$ cat config.mk
export PLATFORM = sky130hd
export DESIGN_NAME = exp4_detector_jogada_flat
export DESIGN_NICKNAME = d
export VERILOG_FILES = /design/src/rtl/exp4_detector_jogada_pkg.sv /design/src/rtl/exp4_detector_jogada_if.sv /design/src/rtl/exp4_detector_jogada_sincronizador_2ff.sv /design/src/rtl/exp4_detector_jogada.sv /design/src/flat_wrapper.sv
export SDC_FILE = /design/constraint.sdc
export NUM_CORES = 1
export LEC_CHECK = 0
export ABC_AREA = 1
export CORE_MARGIN = 2
export CORE_UTILIZATION = 48
export CTS_CLUSTER_SIZE = 25
export DETAILED_ROUTE_END_ITERATION = 10
export MAX_ROUTING_LAYER = met4
export PLACE_DENSITY = 0.68
export SETUP_SLACK_MARGIN = 0.05
export SLEW_MARGIN = 20
export SYNTH_ARGS = -nofsm -noshare
export SYNTH_HDL_FRONTEND = slang
export SYNTH_SLANG_ARGS = --single-unit
$ cat constraint.sdc
create_clock -name clock -period 1.5 [get_ports clock]
set_input_delay 0.3 -clock clock [delete_from_list [all_inputs] [get_ports clock]]
set_output_delay 0.3 -clock clock [all_outputs]
set_load 0.005 [all_outputs]
$ cat src/rtl/exp4_detector_jogada_pkg.sv
// Shared definitions for the play detector: FSM state encodings and default sizes.
package exp4_pkg;

  // Default number of button lines on the board.
  localparam int N_BOTOES_DEF = 4;

  // Default filter length: 1 ms of stable samples at 50 MHz.
  localparam int DEBOUNCE_CYCLES_DEF = 50000;

  // Detector states; the numeric codes are shown on the hexa7seg debug display.
  typedef enum logic [1:0] {
    OCIOSO      = 2'd0,
    FILTRANDO   = 2'd1,
    PRESSIONADO = 2'd2,
    SOLTANDO    = 2'd3
  } estado_t;

  // Zero-extends a state code to the 4-bit digit driven into the display decoder.
  function automatic logic [3:0] codigo_estado(input estado_t s);
    return {2'b00, s};
  endfunction

endpackage

$ cat src/rtl/exp4_detector_jogada_if.sv
// Button-side and control-side signals of the play detector, bundled for port lists.
interface exp4_detector_jogada_if
  import exp4_pkg::*;
#(
  parameter int N = N_BOTOES_DEF
);

  logic [N-1:0] botoes;        // raw, bouncing button lines (1 = pressed)
  logic         habilita;      // control unit accepts a new play
  logic [N-1:0] jogada;        // last delivered play code
  logic         jogada_feita;  // one-cycle pulse when jogada changes
  logic         ocupado;       // detector is not idle
  logic         db_multipla;   // delivered code has more than one bit set
  logic [3:0]   db_estado;     // state code for the debug display

  // Drives buttons and enable, observes the detector results.
  modport master (
    output botoes, habilita,
    input  jogada, jogada_feita, ocupado, db_multipla, db_estado
  );

  // The detector itself.
  modport slave (
    input  botoes, habilita,
    output jogada, jogada_feita, ocupado, db_multipla, db_estado
  );

endinterface

$ cat src/rtl/exp4_detector_jogada_sincronizador_2ff.sv
// Two-flop synchroniser for an asynchronous bus; each bit is synchronised independently.
module sincronizador_2ff #(
  parameter int W = 4
) (
  input  logic         clock,
  input  logic         reset,
  input  logic [W-1:0] d_i,
  output logic [W-1:0] q_o
);

  logic [W-1:0] s1_q;
  logic [W-1:0] s2_q;

  // Shift the raw lines through two flops to resolve metastability.
  always_ff @(posedge clock or posedge reset) begin
    if (reset) begin
      s1_q <= '0;
      s2_q <= '0;
    end else begin
      s1_q <= d_i;
      s2_q <= s1_q;
    end
  end

  assign q_o = s2_q;

endmodule

$ cat src/rtl/exp4_detector_jogada.sv
// Button play detector: synchronises and debounces the board buttons and delivers
// one registered play code with a single-cycle pulse per physical press.
module exp4_detector_jogada
  import exp4_pkg::*;
#(
  parameter int N_BOTOES        = N_BOTOES_DEF,
  parameter int DEBOUNCE_CYCLES = DEBOUNCE_CYCLES_DEF
) (
  input  logic                   clock,
  input  logic                   reset,
  exp4_detector_jogada_if.slave  bus
);

  // Counter only has to reach DEBOUNCE_CYCLES-1.
  localparam int           CW   = $clog2(DEBOUNCE_CYCLES);
  localparam logic [CW-1:0] CMAX = CW'(DEBOUNCE_CYCLES - 1);

  logic [N_BOTOES-1:0] s2;
  logic                s2_ativo;
  logic                cand_igual;
  logic [CW-1:0]       count_d;

  estado_t             state_q;
  logic [CW-1:0]       count_q;
  logic [N_BOTOES-1:0] cand_q;
  logic [N_BOTOES-1:0] jogada_q;
  logic                feita_q;
  logic                ocupado_q;
  logic                multipla_q;

  sincronizador_2ff #(
    .W (N_BOTOES)
  ) u_sinc (
    .clock (clock),
    .reset (reset),
    .d_i   (bus.botoes),
    .q_o   (s2)
  );

  assign s2_ativo   = (s2 != '0);
  assign cand_igual = (s2 == cand_q);
  // Saturating increment: the counter holds at CMAX rather than wrapping.
  assign count_d    = (count_q == CMAX) ? count_q : count_q + 1'b1;

  // Debounce FSM with counter, candidate and all registered outputs.
  always_ff @(posedge clock or posedge reset) begin
    if (reset) begin
      state_q    <= OCIOSO;
      count_q    <= '0;
      cand_q     <= '0;
      jogada_q   <= '0;
      feita_q    <= 1'b0;
      ocupado_q  <= 1'b0;
      multipla_q <= 1'b0;
    end else begin
      feita_q <= 1'b0;
      case (state_q)
        OCIOSO: begin
          if (s2_ativo) begin
            cand_q    <= s2;
            count_q   <= '0;
            state_q   <= FILTRANDO;
            ocupado_q <= 1'b1;
          end
        end

        FILTRANDO: begin
          if (!s2_ativo) begin
            // Short glitch: drop it without touching the outputs.
            count_q   <= '0;
            state_q   <= OCIOSO;
            ocupado_q <= 1'b0;
          end else if (!cand_igual) begin
            // Pattern still settling (e.g. second finger landing): restart on it.
            cand_q  <= s2;
            count_q <= '0;
          end else if (count_q == CMAX) begin
            // Press accepted; it is consumed even if the control unit is not listening.
            count_q <= '0;
            state_q <= PRESSIONADO;
            if (bus.habilita) begin
              jogada_q   <= cand_q;
              feita_q    <= 1'b1;
              multipla_q <= ($countones(cand_q) > 1);
            end
          end else begin
            count_q <= count_d;
          end
        end

        PRESSIONADO: begin
          // Changes of pattern while held are ignored; only a release matters.
          if (!s2_ativo) begin
            count_q <= '0;
            state_q <= SOLTANDO;
          end
        end

        SOLTANDO: begin
          if (s2_ativo) begin
            // Release bounce: still held.
            count_q <= '0;
            state_q <= PRESSIONADO;
          end else if (count_q == CMAX) begin
            count_q   <= '0;
            state_q   <= OCIOSO;
            ocupado_q <= 1'b0;
          end else begin
            count_q <= count_d;
          end
        end

        default: begin
          count_q   <= '0;
          state_q   <= OCIOSO;
          ocupado_q <= 1'b0;
        end
      endcase
    end
  end

  assign bus.jogada       = jogada_q;
  assign bus.jogada_feita = feita_q;
  assign bus.ocupado      = ocupado_q;
  assign bus.db_multipla  = multipla_q;
  assign bus.db_estado    = codigo_estado(state_q);

endmodule

$ cat src/flat_wrapper.sv
// flat-port wrapper written by rule: the top's interface ports become plain ports
module exp4_detector_jogada_flat import exp4_pkg::*;
#(
  parameter int N_BOTOES        = N_BOTOES_DEF,
  parameter int DEBOUNCE_CYCLES = DEBOUNCE_CYCLES_DEF
)
  (clock, reset, bus_botoes, bus_habilita, bus_jogada, bus_jogada_feita, bus_ocupado, bus_db_multipla, bus_db_estado);
  exp4_detector_jogada_if #(.N((4))) bus_i ();
  input  logic clock;
  input  logic reset;
  input wire logic [$bits(bus_i.botoes)-1:0] bus_botoes;
  input wire logic [$bits(bus_i.habilita)-1:0] bus_habilita;
  output wire logic [$bits(bus_i.jogada)-1:0] bus_jogada;
  output wire logic [$bits(bus_i.jogada_feita)-1:0] bus_jogada_feita;
  output wire logic [$bits(bus_i.ocupado)-1:0] bus_ocupado;
  output wire logic [$bits(bus_i.db_multipla)-1:0] bus_db_multipla;
  output wire logic [$bits(bus_i.db_estado)-1:0] bus_db_estado;
  assign bus_i.botoes = bus_botoes;
  assign bus_i.habilita = bus_habilita;
  assign bus_jogada = bus_i.jogada;
  assign bus_jogada_feita = bus_i.jogada_feita;
  assign bus_ocupado = bus_i.ocupado;
  assign bus_db_multipla = bus_i.db_multipla;
  assign bus_db_estado = bus_i.db_estado;
  exp4_detector_jogada #(.N_BOTOES(N_BOTOES), .DEBOUNCE_CYCLES(DEBOUNCE_CYCLES)) u_core (.clock(clock), .reset(reset), .bus(bus_i));
endmodule
-- Yosys cells after proc, flatten, opt, wreduce, memory -nomap -nowiden
Cells that the tools add are included.
W data, S select, Z words.
- output and inout port bits: 11
- logic and storage cells: 67
- register bits: 37
- bits of input ports: 7
- muxes and demuxes: 29
- eq/ne operators: 15
- $lt $le $gt $ge: 1
- add/sub/neg operators: 4
- reduce and logical (&&, ||, !) cells: 9
- operator list (operator ; count):
    $mux W16 ; 6
    $pmux W16 S4 ; 1
    $add A32 B32 Y32 ; 1
    $gt A32 B2 Y1 const B ; 1
    $add A16 B1 Y16 const B ; 1
    $eq A16 B16 Y1 const B ; 1
    $reduce_and A5 Y1 ; 3
    $mux W2 ; 7
    $mux W4 ; 3
    $mux W1 ; 9
    $ne A2 B2 Y1 const B ; 4
    $pmux W2 S4 ; 1
    $pmux W4 S2 ; 1
    $ne A2 B1 Y1 const B ; 3
    $ne A3 B3 Y1 const B ; 2
    $add A1 B1 Y2 ; 2
    $eq A2 B2 Y1 const B ; 2
    $eq A4 B4 Y1 ; 1
    $reduce_and A4 Y1 ; 1
    $reduce_bool A4 Y1 ; 1
    $ne A3 B1 Y1 const B ; 1
    $pmux W1 S3 ; 1
    $reduce_bool A3 Y1 ; 1
    $eq A2 B1 Y1 const B ; 1
    other kinds (3) ; 3

-- Longest topological paths before layout
- depth in word-level cells: 5
- depth in mapped cells: 12
- gate-level depth less buffers: 12

-- Hierarchy
From an unflattened synthesis, not the netlist that was laid out.
- cell total of the unflattened synthesis: 246
- area, all modules: 2009.4 um^2
- by module, submodules not included (module ; seq. area each (um^2) ; cells each ; times used ; area each (um^2)):
    exp4_detector_jogada ; 725.7 ; 237 ; 1 ; 1805.5
    sincronizador_2ff ; 200.2 ; 9 ; 1 ; 203.9

-- Worst setup path before layout
OpenSTA, ideal clock, no wires.
- path kind: register -> register
- from: register u_core.cand_q[0]
- to: register u_core.multipla_q, in the netlist u_core.bus.db_multipla
- arrival time: 1462 ps
- buffers on the path: 0
- clock period less this slack: 1575 ps
- data required time: 1387 ps
- setup time: 113 ps
- stages on the path, launching flop included: 9
- slack: -75 ps
- cell sequence: dfrtp_1 -> ha_1 -> nand2_1 -> inv_1 -> fa_1 -> nor2_1 -> nand3_1 -> nand2_1 -> inv_1
- word-level cells in the longest chain between the ends: 3
- elaborated cells between the ends (all ways): 5
- those cells by class: add/sub: 2; order compare: 1; eq/ne: 1; reduce/logical: 1
- RTL lines (element ; line ; RTL):
    from (decl) ; exp4_detector_jogada.sv:25 ; logic [N_BOTOES-1:0] cand_q;
    from (signal assigned) ; exp4_detector_jogada.sv:50 ; cand_q <= '0;
    from (signal assigned) ; exp4_detector_jogada.sv:60 ; cand_q <= s2;
    from (signal assigned) ; exp4_detector_jogada.sv:75 ; cand_q <= s2;
    $add A1 B1 Y2 (not written as such) ; exp4_detector_jogada.sv:84 ; multipla_q <= ($countones(cand_q) > 1);
    $add A32 B32 Y32 (not written as such) ; exp4_detector_jogada.sv:84 ;
    $gt A32 B2 Y1 ; exp4_detector_jogada.sv:84 ;
    to (signal assigned) ; exp4_detector_jogada.sv:84 ;
    to (decl) ; exp4_detector_jogada.sv:29 ; logic multipla_q;
Parallel ways exist; a longest one is shown, timed or not.
A chain may end at the register's enable or synchronous reset.

-- Worst setup path after layout
- from: register u_core.cand_q[2]
- to: register u_core.multipla_q, in the netlist u_core.bus.db_multipla
Same word-level chain as after synthesis.

==> results.cfg <==
[status]
outcome = finished, violations left
violations = setup timing

[place]
portBuffers = 15
dpl.hpwl_um = 2690
placed_cell_area_um2 = 2275
routabilityCongestion = 0.8653

[floorplanning]
die_area_um2 = 4731
ios = 18
start_util = 0.5000
die_w_um = 68.78
rows = 23
core_area_um2 = 4029
die_h_um = 68.78

[layout]
area_growth_pct = 32.73
drive_gt1_frac = 0.3240
layout.nets = 297
n_antenna_cell = 0
fin_util = 0.6637
nFillCells = 319
layout_commonest_cell = nand2_1
final_cell_mix = nand2_1 (58), dfrtp_1 (34), inv_1 (24)
design_area_um2 = 2674

[clock_tree]
cts_buffers = 5
cts_tree = yes
cts-root-buf = clkbuf_8
clk_latency_ns = 0.29
h-tree-depth = 2
postCtsHoldBufs = 0
clkTransAtPathRegs_ns = 0.08
cts.sinks = 37
cts_max_path_buffers = 2

[critical_path]
cp.arrival_ns = 1.82
r2r_end = u_core.bus.db_multipla
crit_top_cell = nand2_1
crit_chain = ha_1 > nand2_1 > inv_2 > fa_1 > nor2_1 > nand3_1 > nand2_1 > inv_1
cp-start-kind = flip-flop
cp_num_buf_inv = 2
cp_top_family = adder cells
crit_required_ns = 1.69
worst-r2r-setup-slack_ns = -0.12
crit_path_end_kind = flip-flop
cp_slowest_cell = fa_1
slowest_delay_ns = 0.45
r2r_cells = 8
worst-path-max-fanout = 2
crit_type = flip-flop to flip-flop
reg2reg_from = u_core.cand_q[2]

[pwr]
p_int_mw = 2.089
power_mw = 3.164
swShare = 0.3400
p_sw_mw = 1.076
peakVddDrop_uv = 993.5
seq_power_share = 0.379
p_per_area_nw_per_um2 = 1184
leakage_nw = 1.331
power_frac_clock = 0.270
combPwrFrac = 0.351

[sta]
fin_ws_ns = -0.1222
rsz0062_at_grt = yes
clock_skew_ns = 0.006280
hold_viol_final = 0
setup_viol = 5
period_needed_ns = 1.622
max_freq_mhz = 616.4
fin_crit_sh = 1.081
slew_violations = 0

[min_path]
holdPathEnd = u_core.u_sinc.q_o[2]
hold_depth = 0
min_path_type = flip-flop to flip-flop
min_from = u_core.u_sinc.s1_q[2]

[job]
cap_viol_max_count = 0

[detailed_routing]
drc_errors = 0
wirelength_um = 4039
drtIter0Drc = 144
routed_via_density = 4.917
antenna_left = 0
drtPass1Iterations = 4
post_drt_wl_per_cell_um = 11.99
vias = 1657

[synth]
synth.top_cell.area_share = 0.4596
post-synth-top-area-cell = dfrtp_1
ys_warn_count = 0
yosysSeqAreaShare = 0.4596
synth_edf_count = 0
synthCells = 248
avgSynthCellArea_um2 = 8.123
synth_ff_type = dfrtp_1
ys_seq_elements = 37
ys_top_cells_by_area = dfrtp_1 (46%), nand2_1 (12%), nand3_1 (7.2%), inv_1 (4.8%), o21ai_0 (3.5%)
synth_area_um2 = 2014
synthArstFlopShare = 1.000
synth_cell_types = 30

[global_routing]
grt_pass1_vias = 1445
grt-ovfl-total = 0
antenna_found_initial = 0
grt_pass1_wl_um = 6782
grt_max_degree = 38
grt_usage = 0.2038
==> what timing repair did <==
item / in CTS / in global routing
buffers inserted: 3 / 7
cloned: 1 / 0
resized for setup: 20 / 50
hold endpoints to repair: 0 / 0
endpoints found under the setup margin: 30 / 29
pin swaps: 2 / 14
==> cells in the mapped netlist (2+ instances only) <==
master and number:
inv_2 7, xnor2_1 4, buf_4 2, nand2_2 4, nand2_1 67, nor2_1 17
o21ai_0 14, nand4_1 3, xor2_1 8, nand2_4 3, nor2_4 2, nor3_1 3
ha_1 3, inv_1 26, buf_2 2, dfrtp_1 37, nor2_2 3, nand3_1 29
nor3_2 3
==> cell type report <==
type	instances	area, µm²	share of cell area
Multi-Input combinational cell	173	1116	0.4174
Sequential cell	37	929.6	0.3477
Timing Repair Buffer	34	316.6	0.1184
Inverter	35	137.6	0.05147
Clock buffer	6	72.57	0.02714
Tap cell	50	62.56	0.02340
Clock inverter	2	38.79	0.01451
==> power by group through the flow <==
stage / clock network [mW] / registers, mW / logic [mW]
detailed placement: 0 / 1.23 / 0.904
finish: 0.854 / 1.20 / 1.11
global placement: 0 / 1.23 / 0.854
global route: 0.929 / 1.21 / 1.23
floorplan: 0 / 1.22 / 0.556
CTS: 0.880 / 1.19 / 0.958
==> worst max-delay path by stage <==
stage	cells after the start	slack (ns)	startpoint	end
after global placement	8	-0.03	u_core.cand_q[2]	u_core.bus.db_multipla
after global routing	8	-0.21	u_core.cand_q[2]	u_core.bus.db_multipla
after detailed placement	8	-0.12	u_core.cand_q[2]	u_core.bus.db_multipla
final	8	-0.12	u_core.cand_q[2]	u_core.bus.db_multipla
after floorplan	8	-0.03	u_core.cand_q[1]	u_core.bus.db_multipla
after CTS	8	-0.14	u_core.cand_q[2]	u_core.bus.db_multipla
==> flip-flops by register name (all words and copies together) (netlist names), named ones only <==
signal	count
u_core.bus.ocupado	1
u_core.count_q	16
u_core.state_q	1
u_core.cand_q	4
u_core.bus.db_multipla	1
u_core.bus.jogada_feita	1
u_core.bus.jogada	4
u_core.u_sinc.q_o	4
u_core.u_sinc.s1_q	4
==> layer usage <==
layer,global-route usage,part of all wire,vias up
li1,-,-,854
met1,0.2906,0.50,768
met2,0.2825,0.45,29
met3,0.04870,0.032,6
met4,0.07353,0.020,0
met5,-,0,-
==> kinds of logic after synthesis <==
logic type,Yosys count,share of synthesized area
AOI/OAI and AO/OA,18,0.04845
DFF,37,0.4596
other,1,0.001862
buffers and inverters,40,0.08633
adders and majority gates,4,0.02857
and+or+nand+nor,136,0.3230
xor gates and xnor gates,12,0.05217
==> stage by stage <==
stage	setup WS [ns]	cells	hold WS [ns]	TNS [ns]
final	-0.1222	337	0.3506	-0.1408
after global placement	-0.03260	318	0.3314	-0.03260
after detailed placement	-0.1205	318	0.3347	-0.1367
after floorplan	-0.03199	249	0.3312	-0.03199
after CTS	-0.1432	330	0.3524	-0.1432
after global routing	-0.2147	337	0.3605	-1.907
Note: power is estimated with default switching activity, not from simulation.
